### src/rtl/axi_debug_master_v2.sv
// axi_debug_master_v2
// JTAG-driven AXI4-Lite debug master. A small debug register bus programs the
// target address, write data and byte strobes, then launches single AXI4-Lite
// reads or writes. Completion status, the sticky error and response flags, the
// timeout flag and the overrun flag are all readable through the same bus.
//
// Ports
//   m00_axi_aclk, m00_axi_areset : clock, synchronous active-high reset
//   dbg_wr, dbg_rd               : one-cycle write/read strobes (dbg_rd has no side effects)
//   dbg_addr, dbg_wdata          : register select and write data
//   dbg_rdata                    : combinational read data for dbg_addr
//   m00_axi_*                    : AXI4-Lite master channels (AW, W, B, AR, R)
module axi_debug_master_v2 #(
    parameter int          ADDR_WIDTH     = 32,
    parameter int          ADDR_STRIDE    = 4,
    parameter int          TIMEOUT_CYCLES = 1024,
    parameter logic [31:0] IDCODE         = 32'h41584932
) (
    input  logic                  m00_axi_aclk,
    input  logic                  m00_axi_areset,
    input  logic                  dbg_wr,
    input  logic                  dbg_rd,
    input  logic [2:0]            dbg_addr,
    input  logic [31:0]           dbg_wdata,
    output logic [31:0]           dbg_rdata,
    output logic [ADDR_WIDTH-1:0] m00_axi_awaddr,
    output logic [2:0]            m00_axi_awprot,
    output logic                  m00_axi_awvalid,
    input  logic                  m00_axi_awready,
    output logic [31:0]           m00_axi_wdata,
    output logic [3:0]            m00_axi_wstrb,
    output logic                  m00_axi_wvalid,
    input  logic                  m00_axi_wready,
    input  logic [1:0]            m00_axi_bresp,
    input  logic                  m00_axi_bvalid,
    output logic                  m00_axi_bready,
    output logic [ADDR_WIDTH-1:0] m00_axi_araddr,
    output logic [2:0]            m00_axi_arprot,
    output logic                  m00_axi_arvalid,
    input  logic                  m00_axi_arready,
    input  logic [31:0]           m00_axi_rdata,
    input  logic [1:0]            m00_axi_rresp,
    input  logic                  m00_axi_rvalid,
    output logic                  m00_axi_rready
);

    localparam int CNT_W = (TIMEOUT_CYCLES > 1) ? $clog2(TIMEOUT_CYCLES) : 1;
    localparam bit TO_EN = (TIMEOUT_CYCLES > 0);
    localparam logic [CNT_W-1:0] CNT_LAST = CNT_W'((TIMEOUT_CYCLES > 0) ? TIMEOUT_CYCLES - 1 : 0);
    localparam logic [ADDR_WIDTH-1:0] STRIDE = ADDR_WIDTH'(ADDR_STRIDE);

    localparam logic [2:0] REG_SETADDR_READ  = 3'd1;
    localparam logic [2:0] REG_SETADDR       = 3'd2;
    localparam logic [2:0] REG_SETDATA_WRITE = 3'd3;
    localparam logic [2:0] REG_SETDATA_INC_W = 3'd4;
    localparam logic [2:0] REG_INCADDR_READ  = 3'd5;
    localparam logic [2:0] REG_SETCTRL       = 3'd6;
    localparam logic [2:0] REG_STATUS        = 3'd7;

    typedef enum logic [1:0] {S_IDLE, S_WRITE, S_READ} state_t;

    state_t                  state_q, state_d;
    logic [ADDR_WIDTH-1:0]   txn_addr_q, txn_addr_d;
    logic [31:0]             txn_data_q, txn_data_d;
    logic [3:0]              strb_q, strb_d;
    logic                    done_q, done_d;
    logic                    err_q, err_d;
    logic [1:0]              resp_q, resp_d;
    logic                    timeout_q, timeout_d;
    logic                    overrun_q, overrun_d;
    logic                    awvalid_q, awvalid_d;
    logic                    wvalid_q, wvalid_d;
    logic                    bready_q, bready_d;
    logic                    arvalid_q, arvalid_d;
    logic                    rready_q, rready_d;
    logic                    aw_done_q, aw_done_d;
    logic                    w_done_q, w_done_d;
    logic [CNT_W-1:0]        cnt_q, cnt_d;

    logic busy;
    logic launch_rd, launch_wr;
    logic aw_hs, w_hs, b_hs, ar_hs, r_hs;
    logic expired;
    logic unused_dbg_rd;

    assign unused_dbg_rd = dbg_rd;

    assign busy    = (state_q != S_IDLE);
    assign aw_hs   = awvalid_q & m00_axi_awready;
    assign w_hs    = wvalid_q  & m00_axi_wready;
    assign b_hs    = bready_q  & m00_axi_bvalid;
    assign ar_hs   = arvalid_q & m00_axi_arready;
    assign r_hs    = rready_q  & m00_axi_rvalid;
    assign expired = TO_EN && (cnt_q == CNT_LAST);

    assign m00_axi_awaddr  = txn_addr_q;
    assign m00_axi_araddr  = txn_addr_q;
    assign m00_axi_awprot  = 3'b000;
    assign m00_axi_arprot  = 3'b000;
    assign m00_axi_wdata   = txn_data_q;
    assign m00_axi_wstrb   = strb_q;
    assign m00_axi_awvalid = awvalid_q;
    assign m00_axi_wvalid  = wvalid_q;
    assign m00_axi_bready  = bready_q;
    assign m00_axi_arvalid = arvalid_q;
    assign m00_axi_rready  = rready_q;

    always_comb begin
        dbg_rdata = 32'hFFFF_FFFF;
        case (dbg_addr)
            3'd0:       dbg_rdata = IDCODE;
            3'd1:       dbg_rdata = txn_data_q;
            3'd2:       dbg_rdata = 32'(txn_addr_q);
            3'd3:       dbg_rdata = {28'b0, strb_q};
            REG_STATUS: dbg_rdata = {25'b0, overrun_q, timeout_q, resp_q, err_q, busy, done_q};
            default:    dbg_rdata = 32'hFFFF_FFFF;
        endcase
    end

    always_comb begin
        state_d    = state_q;
        txn_addr_d = txn_addr_q;
        txn_data_d = txn_data_q;
        strb_d     = strb_q;
        done_d     = done_q;
        err_d      = err_q;
        resp_d     = resp_q;
        timeout_d  = timeout_q;
        overrun_d  = overrun_q;
        awvalid_d  = awvalid_q;
        wvalid_d   = wvalid_q;
        bready_d   = bready_q;
        arvalid_d  = arvalid_q;
        rready_d   = rready_q;
        aw_done_d  = aw_done_q;
        w_done_d   = w_done_q;
        cnt_d      = cnt_q;
        launch_rd  = 1'b0;
        launch_wr  = 1'b0;

        if (dbg_wr) begin
            if (busy) begin
                // Command dropped; only the flag-clear part of SETCTRL survives.
                overrun_d = 1'b1;
                if (dbg_addr == REG_SETCTRL && dbg_wdata[8]) begin
                    err_d     = 1'b0;
                    resp_d    = 2'b00;
                    timeout_d = 1'b0;
                    overrun_d = 1'b0;
                end
            end else begin
                case (dbg_addr)
                    REG_SETADDR_READ: begin
                        txn_addr_d = dbg_wdata[ADDR_WIDTH-1:0];
                        launch_rd  = 1'b1;
                    end
                    REG_SETADDR: txn_addr_d = dbg_wdata[ADDR_WIDTH-1:0];
                    REG_SETDATA_WRITE: begin
                        txn_data_d = dbg_wdata;
                        launch_wr  = 1'b1;
                    end
                    REG_SETDATA_INC_W: begin
                        txn_addr_d = txn_addr_q + STRIDE;
                        txn_data_d = dbg_wdata;
                        launch_wr  = 1'b1;
                    end
                    REG_INCADDR_READ: begin
                        txn_addr_d = txn_addr_q + STRIDE;
                        launch_rd  = 1'b1;
                    end
                    REG_SETCTRL: begin
                        strb_d = dbg_wdata[3:0];
                        if (dbg_wdata[8]) begin
                            err_d     = 1'b0;
                            resp_d    = 2'b00;
                            timeout_d = 1'b0;
                            overrun_d = 1'b0;
                        end
                    end
                    default: ;
                endcase
            end
        end

        if (launch_wr) begin
            state_d   = S_WRITE;
            awvalid_d = 1'b1;
            wvalid_d  = 1'b1;
            bready_d  = 1'b1;
            aw_done_d = 1'b0;
            w_done_d  = 1'b0;
            done_d    = 1'b0;
            cnt_d     = '0;
        end
        if (launch_rd) begin
            state_d   = S_READ;
            arvalid_d = 1'b1;
            rready_d  = 1'b1;
            done_d    = 1'b0;
            cnt_d     = '0;
        end

        case (state_q)
            S_WRITE: begin
                cnt_d = cnt_q + CNT_W'(1);
                if (aw_hs) begin
                    awvalid_d = 1'b0;
                    aw_done_d = 1'b1;
                end
                if (w_hs) begin
                    wvalid_d = 1'b0;
                    w_done_d = 1'b1;
                end
                // A response arriving before both AW and W completed is accepted but flagged.
                if (b_hs) begin
                    resp_d    = m00_axi_bresp;
                    err_d     = err_d | (m00_axi_bresp != 2'b00)
                              | ~((aw_done_q | aw_hs) & (w_done_q | w_hs));
                    awvalid_d = 1'b0;
                    wvalid_d  = 1'b0;
                    bready_d  = 1'b0;
                    done_d    = 1'b1;
                    state_d   = S_IDLE;
                end else if (expired) begin
                    awvalid_d = 1'b0;
                    wvalid_d  = 1'b0;
                    bready_d  = 1'b0;
                    timeout_d = 1'b1;
                    err_d     = 1'b1;
                    done_d    = 1'b1;
                    state_d   = S_IDLE;
                end
            end
            S_READ: begin
                cnt_d = cnt_q + CNT_W'(1);
                if (ar_hs) arvalid_d = 1'b0;
                if (r_hs) begin
                    txn_data_d = m00_axi_rdata;
                    resp_d     = m00_axi_rresp;
                    err_d      = err_d | (m00_axi_rresp != 2'b00);
                    arvalid_d  = 1'b0;
                    rready_d   = 1'b0;
                    done_d     = 1'b1;
                    state_d    = S_IDLE;
                end else if (expired) begin
                    arvalid_d = 1'b0;
                    rready_d  = 1'b0;
                    timeout_d = 1'b1;
                    err_d     = 1'b1;
                    done_d    = 1'b1;
                    state_d   = S_IDLE;
                end
            end
            default: ;
        endcase
    end

    always_ff @(posedge m00_axi_aclk) begin
        if (m00_axi_areset) begin
            state_q    <= S_IDLE;
            txn_addr_q <= '0;
            txn_data_q <= '0;
            strb_q     <= 4'hF;
            done_q     <= 1'b0;
            err_q      <= 1'b0;
            resp_q     <= 2'b00;
            timeout_q  <= 1'b0;
            overrun_q  <= 1'b0;
            awvalid_q  <= 1'b0;
            wvalid_q   <= 1'b0;
            bready_q   <= 1'b0;
            arvalid_q  <= 1'b0;
            rready_q   <= 1'b0;
            aw_done_q  <= 1'b0;
            w_done_q   <= 1'b0;
            cnt_q      <= '0;
        end else begin
            state_q    <= state_d;
            txn_addr_q <= txn_addr_d;
            txn_data_q <= txn_data_d;
            strb_q     <= strb_d;
            done_q     <= done_d;
            err_q      <= err_d;
            resp_q     <= resp_d;
            timeout_q  <= timeout_d;
            overrun_q  <= overrun_d;
            awvalid_q  <= awvalid_d;
            wvalid_q   <= wvalid_d;
            bready_q   <= bready_d;
            arvalid_q  <= arvalid_d;
            rready_q   <= rready_d;
            aw_done_q  <= aw_done_d;
            w_done_q   <= w_done_d;
            cnt_q      <= cnt_d;
        end
    end

endmodule

### config.mk
export PLATFORM = sky130hd
export DESIGN_NAME = axi_debug_master_v2
export DESIGN_NICKNAME = d
export VERILOG_FILES = /design/src/rtl/axi_debug_master_v2.sv
export SDC_FILE = /design/constraint.sdc
export NUM_CORES = 1
export LEC_CHECK = 0
export ABC_AREA = 1
export CAP_MARGIN = 10
export CORE_MARGIN = 4
export CORE_UTILIZATION = 46
export CTS_CLUSTER_DIAMETER = 150
export DETAILED_ROUTE_END_ITERATION = 16
export PLACE_DENSITY = 0.82
export SYNTH_ARGS = -nofsm -noshare
export SYNTH_HDL_FRONTEND = slang
export SYNTH_SLANG_ARGS = --single-unit
### constraint.sdc
create_clock -name m00_axi_aclk -period 1.94 [get_ports m00_axi_aclk]
set_clock_uncertainty 0.1 [all_clocks]
set_input_delay 0.291 -clock m00_axi_aclk [delete_from_list [all_inputs] [get_ports m00_axi_aclk]]
set_output_delay 0.291 -clock m00_axi_aclk [all_outputs]
set_load 0.01 [all_outputs]
==> flow_summary.ini, run 1 <==
[cts]
cts_max_path_buffers = 2
htree_levels = 3
cts_tree = done
cts_made_buffers = 9
clkSinkCount = 93
clock-root-buffer = clkbuf_16
clock_latency_ns = 0.35
path_clk_slew_ns = 0.07

[power]
irDropWorstVdd_uv = 613
power.density_nw_per_um2 = 586
power_leakage_nw = 3.69

[timing]
period_minus_slack_ns = 1.89
setup_viol = 0
maxSlewViolCount = 0
min_period_over_period_pct = 97.4
timing.fmax_mhz = 529
hold_viol_final = 0

[yosys]
synthArstFlopShare_pct = 0
ys_ff_latch = 93
synth_edf_count = 0
synth_ff_type = dfxtp_1
synth_cell_types = 34
ys_warn_count = 0
synth-seq-area-share_pct = 30.8
mappedNetlistArea_um2 = 6050
syn_inst = 995
avgSynthCellArea_um2 = 6.08

[critical_path]
critical_path_peak_fanout = 6
regToRegSetupSlack_ns = 0.16
worstPathArrival_ns = 1.50
slowest_delay_ns = 0.53
crit_family = buffers and inverters
crit_chain = buf_4 -> clkdlybuf4s50_1
crit_path_top_delay_cell = clkdlybuf4s50_1
start_kind = flip-flop
crit_type = flip-flop to output port
cp_num_buf_inv = 2
end_kind = output port
critPathRequiredTime_ns = 1.55

[floorplanning]
start_util_pct = 47.4
rows = 41
core_um2 = 12800
die_h_um = 123
die_area_um2 = 15100
die_w_um = 123
io_pins = 223

[run_status]
status = complete, no violations

[routing]
drt_iter0_markers = 704
routed_wl_um = 22700
dr.pass1.iters = 5
vias = 7438
vias_per_cell = 5.31
wl_per_cell_um = 16.2
antenna_left = 0
drc = 0

[finish]
syn_to_final_growth_pct = 48.2
drive_gt1_share_pct = 11.4
final_cell_mix = nand2_1 (255), clkdlybuf4s50_1 (179), inv_1 (125)
n_fill_cell = 1081
fin_nets = 1309
diodes = 0
layout_commonest_cell = nand2_1
fin_util_pct = 70.2
final_cells = 1401

[grt]
gr-total-overflow = 0
grt_pass1_vias = 7056
grt_pass1_wl_um = 35300
track_usage_pct = 29.7
grt_max_degree = 36
antenna_found_initial = 0

[place]
dp.cells = 1382
numPortBuffers = 215
place.gp.congestion = 0.997
dp_hpwl_um = 17400

[worst_hold_path]
hold_path_class = input pin to flip-flop

[job]
drv_cap = 0
==> synthesized netlist by cell type, types with 4 or more instances <==
cell       instances  area, um^2
buf_4             39         293
o21ai_0           82         410
o211ai_1          32         240
a21oi_1           66         330
ha_1               5        62.6
nand4_1            8        50.1
dfxtp_1           93        1860
clkbuf_1          25        93.8
nand2_1          258         968
nor2_1           128         480
inv_1            129         484
a31oi_1            4        25.0
o221ai_1           4        35.0
nand3_1           73         365
inv_2              4        15.0
o2111ai_1          5        43.8
buf_2             13        65.1
==> kinds of logic after synthesis <==
kind of cell	count (synthesis)	synth area share [%]
AND/OR/NAND/NOR	476	31.9
adder cells (fa/ha/maj)	5	1.03
buffers and inverters	213	16.3
flip-flops	93	30.8
AO/OA/AOI/OAI	205	19.6
XOR/XNOR	2	0.290
other	1	0.0620
==> per-stage QoR <==
stage	power (mW)	cell area (um^2)	setup TNS, ns	worst slack [ns]	hold WS, ns
4_1_cts	5.24	8940	0	0.00606	0.190
3_5_place_dp	3.59	8600	-31.71	-0.674	0.358
6_report	5.25	8970	0	0.0507	0.221
2_1_floorplan	2.80	6070	0	0.214	0.317
5_1_grt	5.46	8970	-0.00552	-0.00552	0.235
3_3_place_gp	3.57	8600	-28.56	-0.607	0.347
==> per-layer routing <==
layer / vias up / global-route usage (%) / share of wire, %
met1: 3387 / 34.7 / 40
li1: 3629 / - / -
met4: 0 / 13.3 / 4.0
met2: 347 / 51.4 / 48
met5: - / 0 / 0
met3: 75 / 7.14 / 8.0
==> state kept, by name, summed over array words and instances, names as in the netlist, 2 cells and up <==
register / flops
m00_axi_wdata: 32
m00_axi_araddr: 32
state_q: 2
resp_q: 2
cnt_q: 10
m00_axi_wstrb: 4
==> timing repair <==
| action | in CTS | in global routing |
|---|---|---|
| setup buffers | 2 | 1 |
| pin swaps | 1 | 4 |
| gates resized for setup | 102 | 12 |
| endpoints found under the setup margin | 33 | 46 |
| hold buffers | 0 | 0 |
| gates cloned | 0 | 0 |
==> layout make-up <==
cell class | instances | area, um^2 | area share (%)
clock buffer | 9 | 225 | 2.51
clock inverter | 7 | 51.3 | 0.572
inverter | 133 | 508 | 5.67
multi-input combinational | 694 | 3310 | 36.9
sequential | 93 | 1860 | 20.8
tap | 172 | 215 | 2.40
timing repair buffer | 293 | 2800 | 31.2
==> worst min-delay path, cell delays in order <==
cell and delay [ns]:
buf_2 0.10, inv_1 0.08, o21ai_0 0.09, a221oi_1 0.05
==> where the power goes <==
part | internal (mW) | switching, mW | total (mW)
Combinational | 0.731 | 0.718 | 1.45
Sequential | 2.01 | 0.110 | 2.12
Clock | 0.873 | 0.810 | 1.68
==> path summary, 6_finish.rpt <==
check,startpoint,end,cells past startpoint
worst min-delay path,m00_axi_areset,m00_axi_araddr[2]$_SDFFE_PP0P_,4
worst max-delay path,m00_axi_araddr[13]$_SDFFE_PP0P_,m00_axi_awaddr[13],2
worst max register to register,m00_axi_araddr[11]$_SDFFE_PP0P_,m00_axi_araddr[31]$_SDFFE_PP0P_,9
worst min register to register,cnt_q[3]$_SDFFE_PP0P_,cnt_q[3]$_SDFFE_PP0P_,2
No activity file was read; power rests on OpenSTA's default activity.
==> run 2, diff against run 1 <==
SETUP_SLACK_MARGIN = 0.15   (was not set)
==> flow_summary.ini, run 2 (synthesized netlist as in run 1, its figures left out) <==
[power]
power.density_nw_per_um2 = 576
totalPowerFinal_mw = 5.28
power_leakage_nw = 4.13
irDropWorstVdd_uv = 620

[finish]
seq_area_um2 = 1900
n_fill_cell = 1035
diodes = 0
drive_gt1_share_pct = 16.1
final_cell_mix = nand2_1 (252), clkdlybuf4s50_1 (152), inv_1 (121)
multiInputGateArea_um2 = 3350
fin_nets = 1320
layout_commonest_cell = nand2_1
syn_to_final_growth_pct = 51.3

[worst_hold_path]
hold_depth = 4
hold_path_class = input pin to flip-flop
holdPathEnd = m00_axi_araddr[2]$_SDFFE_PP0P_
min-delay-start = m00_axi_areset

[grt]
grt_max_degree = 36
track_usage_pct = 30.2
grt_pass1_vias = 7197
grt_pass1_wl_um = 36000
antenna_found_initial = 0
gr-total-overflow = 0

[critical_path]
crit_top_cell = inv_2
r2r_end = m00_axi_wdata[14]$_SDFF_PP0_
cp_num_buf_inv = 3
rr_startpoint = state_q[0]$_SDFF_PP0_
start_kind = flip-flop
crit_chain = inv_2 -> ha_4 -> inv_2 -> a221oi_2 -> nand3_1 -> buf_2
crit_type = flip-flop to output port
critical_path_peak_fanout = 2
critPathRequiredTime_ns = 1.55
worstPathArrival_ns = 1.50
slowest_delay_ns = 0.33
end_kind = output port
crit_family = flip-flops
reg2regPathDepth = 9
regToRegSetupSlack_ns = 0.19
crit_path_top_delay_cell = dfxtp_2

[cts]
clock_latency_ns = 0.35
clock-root-buffer = clkbuf_16
htree_levels = 3
clkSinkCount = 93
path_clk_slew_ns = 0.06
cts_made_buffers = 9
cts_tree = done
cts_max_path_buffers = 2
cts_hold_buf = 0

[timing]
min_period_over_period_pct = 97.3
hold_viol_final = 0
setup_viol = 0
finalWorstSetupSlack_ns = 0.0524
timing.fmax_mhz = 530
fin_hold_ws_ns = 0.223
maxSlewViolCount = 0
period_minus_slack_ns = 1.89
rsz0062_at_grt = yes

[routing]
antenna_left = 0
routed_wl_um = 23700
dr.pass1.iters = 5
drc = 0
vias = 7592
drt_iter0_markers = 672
wl_per_cell_um = 16.8
vias_per_cell = 5.38

[place]
dp_hpwl_um = 17400
place.gp.congestion = 0.997
dp_slack_ns = -0.674
numPortBuffers = 215

[floorplanning]
die_area_um2 = 15100
io_pins = 223
start_util_pct = 47.4
die_w_um = 123
rows = 41
core_um2 = 12800
die_h_um = 123

[job]
drv_cap = 0

[run_status]
status = complete, no violations
run 2: cell types whose count changed in the layout (fill, tap and decap cells not counted), moves of 4 or more:
| cell | change |
|---|---|
| buf_2 | +18 |
| dfxtp_1 | -22 |
| buf_6 | +5 |
| o21ai_1 | +4 |
| dlygate4sd2_1 | +5 |
| inv_1 | -4 |
| dfxtp_2 | +20 |
| dlymetal6s2s_1 | +19 |
| clkdlybuf4s50_1 | -27 |
| o21ai_0 | -4 |
| clkdlybuf4s15_1 | -11 |
run 2: worst min-delay path: stages:
cell and delay, ns:
buf_2 0.10, inv_1 0.09, o21ai_0 0.09, a221oi_1 0.05
run 2: what timing repair did:
action / in CTS / in global routing
resized for setup: 177 / 61
gates cloned: 1 / 1
endpoints found under the setup margin: 94 / 118
pin swaps: 8 / 7
setup buffers: 10 / 2
run 2: worst max-delay path by stage:
stage               slack, ns                            to  cells past startpoint                   from
floorplan                0.21  m00_axi_wdata[12]$_SDFF_PP0_                     10  state_q[0]$_SDFF_PP0_
global placement        -0.61                  dbg_rdata[0]                      6            dbg_addr[1]
detailed placement      -0.67                  dbg_rdata[8]                      9            dbg_addr[0]
CTS                      0.09                  dbg_rdata[1]                      6  state_q[1]$_SDFF_PP0_
global route             0.03                  dbg_rdata[1]                      6  state_q[1]$_SDFF_PP0_
finish                   0.05                  dbg_rdata[1]                      6  state_q[1]$_SDFF_PP0_
run 2: area by class of cell:
| class | instances | share of cell area [%] |
|---|---|---|
| well taps | 172 | 2.35 |
| flip-flops and latches | 93 | 20.7 |
| multi-input cells | 694 | 36.6 |
| clock inverters | 7 | 0.560 |
| clock buffers | 9 | 2.46 |
| repair buffers | 304 | 31.7 |
| inverters | 133 | 5.63 |
run 2: layer usage:
| metal | up-vias | GRT usage (%) | share of wire [%] | routed length (um) |
|---|---|---|---|---|
| li1 | 3656 | - | - | - |
| met1 | 3455 | 35.5 | 39 | 9220 |
| met2 | 402 | 52.6 | 48 | 11500 |
| met3 | 79 | 6.87 | 8.8 | 2080 |
| met4 | 0 | 13.2 | 3.9 | 920 |
| met5 | - | 0 | 0 | 0 |
run 2: per-stage QoR:
| step | area (um^2) | utilization [%] | std cells | TNS, ns |
|---|---|---|---|---|
| 2_1_floorplan | 6070 | - | 1000 | 0 |
| 3_3_place_gp | 8600 | 67.3 | 1382 | -28.56 |
| 3_5_place_dp | 8600 | 67.3 | 1382 | -31.71 |
| 4_1_cts | 8990 | 70.4 | 1409 | 0 |
| 5_1_grt | 9160 | 71.7 | 1412 | 0 |
| 6_report | 9160 | 71.7 | 1412 | 0 |
run 2: power by group:
group / internal (mW) / switching, mW / total, mW / leakage, nW
clock: 0.873 / 0.799 / 1.67 / 0.132
combinational: 0.733 / 0.744 / 1.48 / 3.23
sequential: 2.02 / 0.112 / 2.13 / 0.768
